## src/rtl/stopwatch_ctrl.sv

```systemverilog
// Stopwatch sequencing controller: synchronizes the start/clear buttons and paces
// one-cycle increment/clear strobes to the external two-digit BCD counter.
module stopwatch_ctrl #(
  parameter int unsigned TICK_DIV    = 100000000,
  parameter int unsigned PRE_W       = 27,
  parameter int unsigned STOP_AT_MAX = 0
) (
  input  logic       clk,
  input  logic       reset,
  input  logic       btn_start,
  input  logic       btn_clr,
  input  logic [3:0] dig0_in,
  input  logic [3:0] dig1_in,
  output logic       d_inc,
  output logic       d_clr,
  output logic       wrap,
  output logic       running,
  output logic       max_flag
);

  typedef enum logic [1:0] {StIdle, StRun, StPause} state_e;

  localparam logic [PRE_W-1:0] TickMax = PRE_W'(TICK_DIV - 1);

  state_e           state_q, state_d;
  logic [PRE_W-1:0] pre_q, pre_d;
  logic             max_q, max_d;
  logic             inc_q, inc_d;
  logic             clr_q, clr_d;
  logic             wrap_q, wrap_d;
  logic [1:0]       start_sync_q, clr_sync_q;
  logic             start_prev_q, clr_prev_q;

  logic start_evt, clr_evt, tick, at_max;

  // Rising edge of the synchronized level; holding the button yields one event.
  assign start_evt = start_sync_q[1] & ~start_prev_q;
  assign clr_evt   = clr_sync_q[1] & ~clr_prev_q;
  assign tick      = (state_q == StRun) && (pre_q == TickMax);
  assign at_max    = (dig0_in == 4'd9) && (dig1_in == 4'd9);

  always_comb begin
    state_d = state_q;
    pre_d   = pre_q;
    max_d   = max_q;
    inc_d   = 1'b0;
    clr_d   = 1'b0;
    wrap_d  = 1'b0;
    if (clr_evt) begin
      // Clear outranks start and any pending tick in every state.
      clr_d   = 1'b1;
      pre_d   = '0;
      max_d   = 1'b0;
      state_d = StIdle;
    end else begin
      unique case (state_q)
        StIdle: begin
          pre_d = '0;
          if (start_evt) state_d = StRun;
        end
        StRun: begin
          if (start_evt) begin
            state_d = StPause;
          end else if (tick) begin
            pre_d = '0;
            if ((STOP_AT_MAX != 0) && at_max) begin
              max_d   = 1'b1;
              state_d = StPause;
            end else begin
              inc_d  = 1'b1;
              wrap_d = at_max;
            end
          end else begin
            pre_d = pre_q + PRE_W'(1);
          end
        end
        StPause: begin
          if (start_evt && !max_q) state_d = StRun;
        end
        default: begin
          state_d = StIdle;
          pre_d   = '0;
        end
      endcase
    end
  end

  always_ff @(posedge clk or negedge reset) begin
    if (!reset) begin
      state_q      <= StIdle;
      pre_q        <= '0;
      max_q        <= 1'b0;
      inc_q        <= 1'b0;
      clr_q        <= 1'b0;
      wrap_q       <= 1'b0;
      start_sync_q <= 2'b00;
      clr_sync_q   <= 2'b00;
      start_prev_q <= 1'b0;
      clr_prev_q   <= 1'b0;
    end else begin
      state_q      <= state_d;
      pre_q        <= pre_d;
      max_q        <= max_d;
      inc_q        <= inc_d;
      clr_q        <= clr_d;
      wrap_q       <= wrap_d;
      start_sync_q <= {start_sync_q[0], btn_start};
      clr_sync_q   <= {clr_sync_q[0], btn_clr};
      start_prev_q <= start_sync_q[1];
      clr_prev_q   <= clr_sync_q[1];
    end
  end

  // Strobes are registered so no input port reaches an output combinationally.
  assign d_inc    = inc_q;
  assign d_clr    = clr_q;
  assign wrap     = wrap_q;
  assign running  = (state_q == StRun);
  assign max_flag = max_q;

endmodule

```

## config.mk

```make
export PLATFORM = sky130hd
export DESIGN_NAME = stopwatch_ctrl
export DESIGN_NICKNAME = d
export VERILOG_FILES = /design/src/rtl/stopwatch_ctrl.sv
export SDC_FILE = /design/constraint.sdc
export NUM_CORES = 1
export LEC_CHECK = 0
export BUFFER_PORTS_ARGS = -buffer_cell sky130_fd_sc_hd__buf_2
export CAP_MARGIN = 20
export CELL_PAD_IN_SITES_DETAIL_PLACEMENT = 0
export CELL_PAD_IN_SITES_GLOBAL_PLACEMENT = 2
export CORE_ASPECT_RATIO = 1.75
export CORE_MARGIN = 1.5
export CORE_UTILIZATION = 38
export CTS_CLUSTER_SIZE = 10
export DETAILED_ROUTE_END_ITERATION = 10
export PLACE_DENSITY = 0.87
export RECOVER_POWER = 50
export SETUP_SLACK_MARGIN = 0.02
export SYNTH_ARGS = -nofsm -noshare
export SYNTH_HDL_FRONTEND = slang
export SYNTH_SLANG_ARGS = --single-unit
```

## constraint.sdc

```tcl
create_clock -name clk -period 2.4 [get_ports clk]
set_input_delay 0.48 -clock clk [delete_from_list [all_inputs] [get_ports clk]]
set_output_delay 0.48 -clock clk [all_outputs]
set_load 0.01 [all_outputs]
```

==> run_results.csv, run 1 <==
group,metric,value,unit
route,drt_iter0_drc,44,
sta,worstMarginPinSlew,0.966,ns
global_route,antenna_found_initial,0,
clock_tree,ctsHoldBuffers,0,
yosys,syn_avg_cell_area,10.3,um^2
critical_path,r2r_cells,6,
critical_path,r2r-end,"pre_q[13]$_DFFE_PN0P_",
clock_tree,cts_setup_buffers,0,
sta,fin_crit,2.06,ns
place,dp_hpwl,2620,um
final_layout,n_fill_cell,447,
clock_tree,cts_tree,"built",
floorplanning,die_x,56.3,um
critical_path,end_kind,"flip-flop",
place,gp_congestion,0.791,
clock_tree,ctsResizeCount,0,
clock_tree,h-tree-depth,2,
global_route,overflow,0,
final_layout,drive_gt1_frac,0.201,
yosys,synth_ff_type,"dfrtp_1",
critical_path,crit_path_top_delay_cell,"or4_1",
sta,rsz0062_at_grt,"false",
global_route,gr-max-usage-layer,"met2",
yosys,ys_seq_area_frac,0.503,
clock_tree,clkLatencyLatePin,0.30,ns
pwr,power.density,665,nW/um^2
global_route,grtUsageMet1,0.169,
sta,hold_violations,0,
route,vias,1396,
hold_path,holdCritPathClass,"input port to flip-flop",
clock_tree,cts_root_buf,"clkbuf_8",
floorplanning,rows,33,
job,cap_viol_max_count,0,
final_layout,diodes,0,
global_route,grt_max_degree,39,
route,firstDrtPassIters,4,
critical_path,crit_chain,"or4_1 -> nor4_1 -> and4_1 -> o31a_2 -> buf_12 -> nor2_1",
critical_path,cp.arrival,2.24,ns
yosys,synth.ff_latch_count,38,
critical_path,slowest_delay,0.54,ns
floorplanning,start_util,0.398,
final_layout,post-route-util,0.459,
floorplanning,die_y,96.3,um
route,drc,0,
final_layout,nets,216,
critical_path,path_max_fanout,25,
outcome,status,"finished, final reports clean",
place,placed_cells,247,
yosys,synth_warnings,0,
critical_path,crit_required,2.58,ns
yosys,synth-async-reset-ratio,1.00,
critical_path,rrSetupSlack,0.34,ns
sta,drv_slew,0,
final_layout,finalNonFillerCells,256,
yosys,synth_fp_nets,196,
pwr,leakage,0.000928,uW
place,dpl-instance-area,2030,um^2
global_route,grt_pass1_wl,6520,um
clock_tree,path_clk_slew,0.07,ns
hold_path,worstHoldEndpoint,"start_sync_q[0]$_DFF_PN0_",
yosys,postSynthCellCount,183,
floorplanning,dieArea,5420,um^2
critical_path,worst-path-buf-inv,1,
global_route,use_met2,0.287,
yosys,synth_cell_types,38,
route,post_drt_wl_per_cell,14.2,um
critical_path,r2r_start,"pre_q[17]$_DFFE_PN0P_",
final_layout,final_area,2180,um^2
sta,finalSetupViolations,0,
critical_path,critPathKind,"flip-flop to flip-flop",
final_layout,area_growth,15.2,%
sta,timing.slew.headroom,0.356,
sta,fin_skew,0.00792,ns
yosys,synth_area,1890,um^2
global_route,grt_pass1_vias,1403,
yosys,synth-edff-count,0,
clock_tree,cts.sinks,38,
global_route,grt_usage,0.154,
sta,tns,0,ns
critical_path,start_kind,"flip-flop",
clock_tree,cts_buffers,5,
clock_tree,cts.path.max_buffers,2,
route,routed_wl,3630,um
hold_path,min_path_cells,1,
place,io_buffers,15,
pwr,ir_drop,0.429,mV
floorplanning,coreArea,4750,um^2
floorplanning,ios,17,
critical_path,cp_top_family,"simple AND/OR/NAND/NOR gates",
sta,period_share,0.857,
hold_path,min_from,"btn_start",
sta,clock.fmax,486,MHz
route,drt-vias-per-instance,5.45,
route,ant_nets,0,
global_route,grt_util_met3,0.0336,
[layout by cell type (no fill, tap or decap), drive strengths merged, types with 2 or more instances in the layout]
master / Yosys / final
o21ai: 2 / 2
nor2: 29 / 29
buf: 4 / 18
a21oi: 6 / 6
nand2: 11 / 11
nand2b: 6 / 6
inv: 6 / 6
xor2: 6 / 6
xnor2: 16 / 16
and4: 3 / 3
nor3: 5 / 5
nor4bb: 2 / 2
and3: 3 / 3
nor4: 9 / 9
dfrtp: 38 / 38
bufinv: 0 / 2
a31o: 3 / 3
nand4: 12 / 12
or3: 2 / 2
clkbuf: 2 / 8
nand3: 7 / 7
[cells by family (layout without fill, tap and decap cells)]
kind of cell / after synthesis / count (layout) / share of synthesized area
and+or+nand+nor: 95 / 95 / 0.308
DFF: 38 / 38 / 0.503
xor gates and xnor gates: 22 / 22 / 0.102
AOI/OAI and AO/OA: 13 / 13 / 0.0443
buffers and inverters: 13 / 34 / 0.0338
adders and majority gates: 1 / 1 / 0.00662
other: 1 / 1 / 0.00198
[Yosys cell counts, types with 2 or more instances]
| library cell | n | area share |
|---|---|---|
| nand2b_1 | 6 | 0.020 |
| a31o_2 | 3 | 0.014 |
| and4_1 | 2 | 0.0093 |
| nand3_1 | 6 | 0.016 |
| nand4_1 | 10 | 0.033 |
| nor4_4 | 2 | 0.023 |
| nand4_4 | 2 | 0.023 |
| nor4_1 | 7 | 0.023 |
| dfrtp_1 | 38 | 0.50 |
| nand2_1 | 11 | 0.022 |
| xnor2_1 | 16 | 0.074 |
| and3_1 | 3 | 0.0099 |
| buf_2 | 3 | 0.0079 |
| nor4bb_1 | 2 | 0.011 |
| inv_1 | 6 | 0.012 |
| nor2_1 | 28 | 0.056 |
| a21oi_1 | 6 | 0.016 |
| o21ai_0 | 2 | 0.0053 |
| clkbuf_1 | 2 | 0.0040 |
| nor3_1 | 5 | 0.013 |
| xor2_1 | 6 | 0.028 |
[where the power goes]
part	leakage, uW	internal (uW)	switching (uW)
clock network	0.0000714	443	231
logic	0.000343	41.8	70.9
registers	0.000514	653	8.16
[through the flow]
step	setup slack, ns	total power [uW]	hold slack (ns)
2_1_floorplan	0.589	734	0.184
3_3_place_gp	0.297	786	0.332
3_5_place_dp	0.200	788	0.337
4_1_cts	0.187	1460	0.279
5_1_grt	0.216	1500	0.273
6_report	0.343	1450	0.288
[area by class of cell]
class	count	area, um^2	area share
clock buffer	6	82.6	0.0379
clock inverter	2	60.1	0.0276
inverter	6	22.5	0.0103
multi-input combinational	132	876	0.402
sequential	38	951	0.437
tap	52	65.1	0.0299
timing repair buffer	20	121	0.0557
[worst register-to-register path, delay by kind of cell (launching register included)]
kind / cells / cell delay, ns
buffers and inverters: 1 / 0.17
and+or+nand+nor: 4 / 1.16
AOI/OAI and AO/OA: 1 / 0.17
DFF: 1 / 0.45
[registers in the layout (all words and copies together) (netlist names)]
register / flops
start_prev_q: 1
d_clr: 1
d_inc: 1
clr_prev_q: 1
start_sync_q: 2
wrap: 1
state_q: 2
pre_q: 27
clr_sync_q: 2
[worst max-delay path by stage]
stage / startpoint / endpoint / slack (ns) / depth (start not counted)
2_1_floorplan: pre_q[11]$_DFFE_PN0P_ / pre_q[15]$_DFFE_PN0P_ / 0.59 / 6
3_3_place_gp: pre_q[17]$_DFFE_PN0P_ / pre_q[4]$_DFFE_PN0P_ / 0.30 / 6
3_5_place_dp: state_q[1]$_DFFE_PN0P_ / pre_q[26]$_DFFE_PN0P_ / 0.20 / 5
4_1_cts: state_q[1]$_DFFE_PN0P_ / pre_q[26]$_DFFE_PN0P_ / 0.19 / 5
5_1_grt: pre_q[17]$_DFFE_PN0P_ / pre_q[13]$_DFFE_PN0P_ / 0.22 / 6
6_report: pre_q[17]$_DFFE_PN0P_ / pre_q[13]$_DFFE_PN0P_ / 0.34 / 6
[layer usage]
metal | up-vias | share of wire
li1 | 681 | -
met1 | 675 | 0.40
met2 | 31 | 0.55
met3 | 9 | 0.034
met4 | 0 | 0.018
met5 | - | 0
No activity file was read; power rests on OpenSTA's default activity.
==> run 2: changes to the inputs <==
PLACE_DENSITY = 0.82   (was 0.87)
clock period = 2.1 ns   (was 2.4 ns; I/O delays follow)
==> run 2 against run 1 <==
Against the previous run: power is 3.5% lower; maximum frequency is 3.1% higher; critical path depth stayed put; clock skew hardly changed; sequential power is 14% higher; flip-flop and latch count stayed put; utilization is 0.45 points lower; critical path type unchanged; critical endpoint is now pre_q[11]$_DFFE_PN0P_.
==> run_results.csv, run 2 (synthesized netlist as in run 1, its figures left out) <==
group,metric,value,unit
sta,finalSetupViolations,0,
clock_tree,ctsHoldBuffers,0,
place,io_buffers,15,
route,drt_iter0_drc,45,
final_layout,area_growth,14.1,%
pwr,clkPwrFrac,0.365,
route,drc,0,
critical_path,critical_path.startpoint,"pre_q[17]$_DFFE_PN0P_",
global_route,grt_usage,0.162,
place,dp_hpwl,2850,um
clock_tree,cts_tree,"built",
critical_path,critPathKind,"flip-flop to flip-flop",
clock_tree,cts.path.max_buffers,2,
route,routed_wl,3860,um
sta,period_share,0.950,
global_route,overflow,0,
global_route,grt_max_degree,39,
floorplanning,rows,33,
sta,rsz0062_at_grt,"false",
final_layout,largest_register_ffs,27,
sta,clock.fmax,501,MHz
global_route,grt_pass1_vias,1479,
route,ant_nets,0,
sta,hold_violations,0,
clock_tree,clkLatencyLatePin,0.29,ns
global_route,grt_pass1_wl,6860,um
sta,tns,0,ns
pwr,comb_power_share,0.094,
final_layout,nets,219,
clock_tree,cts_buffers,5,
floorplanning,die_x,56.3,um
final_layout,final_common_cell,"dfrtp_1",
clock_tree,cts_root_buf,"clkbuf_8",
outcome,status,"finished, final reports clean",
clock_tree,cts_setup_buffers,0,
pwr,power_frac_seq,0.541,
critical_path,start_kind,"flip-flop",
route,drt-vias-per-instance,5.42,
critical_path,crit_required,2.27,ns
floorplanning,die_y,96.3,um
clock_tree,cts.sinks,38,
pwr,ir_drop,0.426,mV
route,firstDrtPassIters,4,
final_layout,regMostFlops,"pre_q",
floorplanning,dieArea,5420,um^2
hold_path,holdCritPathClass,"input port to flip-flop",
clock_tree,path_clk_slew,0.07,ns
sta,worstMarginPinSlew,0.947,ns
sta,fin_skew,0.00784,ns
hold_path,min_from,"btn_clr",
route,vias,1403,
place,gp_congestion,0.842,
pwr,leakage,0.000923,uW
sta,finalWorstSetupSlack,0.105,ns
clock_tree,h-tree-depth,2,
floorplanning,start_util,0.398,
sta,timing.slew.headroom,0.368,
critical_path,r2r_start,"pre_q[17]$_DFFE_PN0P_",
sta,fin_crit,1.99,ns
critical_path,path_max_fanout,25,
final_layout,diodes,0,
final_layout,drive_gt1_frac,0.217,
job,cap_viol_max_count,0,
floorplanning,ios,17,
pwr,p_sw,338,uW
place,place_ws,0.0305,ns
final_layout,final_cell_mix,"38 x dfrtp_1, 28 x nor2_1, 16 x xnor2_1, 14 x buf_2, 11 x nand2_1",
pwr,switching_share,0.242,
route,post_drt_wl_per_cell,14.9,um
floorplanning,coreArea,4750,um^2
critical_path,end_kind,"flip-flop",
critical_path,cp.arrival,2.17,ns
final_layout,n_fill_cell,451,
sta,drv_slew,0,
pwr,power.density,648,nW/um^2
global_route,antenna_found_initial,0,
pwr,internal_power,1060,uW
run 2: changes by cell type in the layout (fill, tap and decap cells not counted), sizes merged:
| cell | delta |
|---|---|
| bufinv | -2 |
| clkbuf | +1 |
| clkinv | +1 |
| buf | +3 |
run 2: cell type report:
type	instances	area, um^2	share of cell area
clock inverter	1	5.00	0.00232
tap	52	65.1	0.0302
inverter	6	22.5	0.0104
multi-input combinational	132	883	0.410
sequential	38	951	0.441
clock buffer	7	86.3	0.0400
timing repair buffer	23	144	0.0667
run 2: final timing paths:
path,to,slack [ns],cells after the start
worst max register to register,pre_q[11]$_DFFE_PN0P_,0.11,6
worst min register to register,start_sync_q[1]$_DFF_PN0_,0.35,0
min in group asynchronous,state_q[1]$_DFFE_PN0P_,0.27,1
worst min-delay path,clr_sync_q[0]$_DFF_PN0_,0.24,1
max in group asynchronous,pre_q[15]$_DFFE_PN0P_,1.24,1
worst max-delay path,pre_q[11]$_DFFE_PN0P_,0.11,6
run 2: through the flow:
| stage | instance area, um^2 | cells | util | hold WS [ns] | total power (uW) |
|---|---|---|---|---|---|
| after global routing | 2160 | 259 | 0.454 | 0.225 | 1460 |
| after detailed placement | 2060 | 251 | 0.434 | 0.337 | 904 |
| after floorplan | 1890 | 183 | - | 0.124 | 839 |
| final | 2160 | 259 | 0.454 | 0.237 | 1400 |
| after CTS | 2160 | 259 | 0.455 | 0.224 | 1420 |
| after global placement | 2060 | 251 | 0.434 | 0.333 | 899 |
run 2: power by group through the flow:
stage	Clock [uW]	Combinational, uW	Sequential [uW]
2_1_floorplan	0	70.8	768
3_3_place_gp	0	130	769
3_5_place_dp	0	134	770
4_1_cts	529	135	756
5_1_grt	555	147	757
6_report	510	132	756
run 2: routing by layer:
layer / track usage / vias up / share of wire
met3: 0.0309 / 12 / 0.023
met5: 0 / - / 0
met4: 0.0913 / 0 / 0.034
met2: 0.285 / 21 / 0.53
met1: 0.183 / 693 / 0.41
li1: - / 677 / -
run 2: critical path: stages, from the launching register on:
cell and delay, ns:
dfrtp_1 0.44, or4_1 0.57, nor4_2 0.17, and4_2 0.30, o31a_2 0.16, buf_12 0.17
nor2_1 0.07
run 2: timing repair:
action                     4_1_cts  5_1_grt
gates resized for setup          1        1
pin swaps                        1        0
setup endpoints to repair        1        2
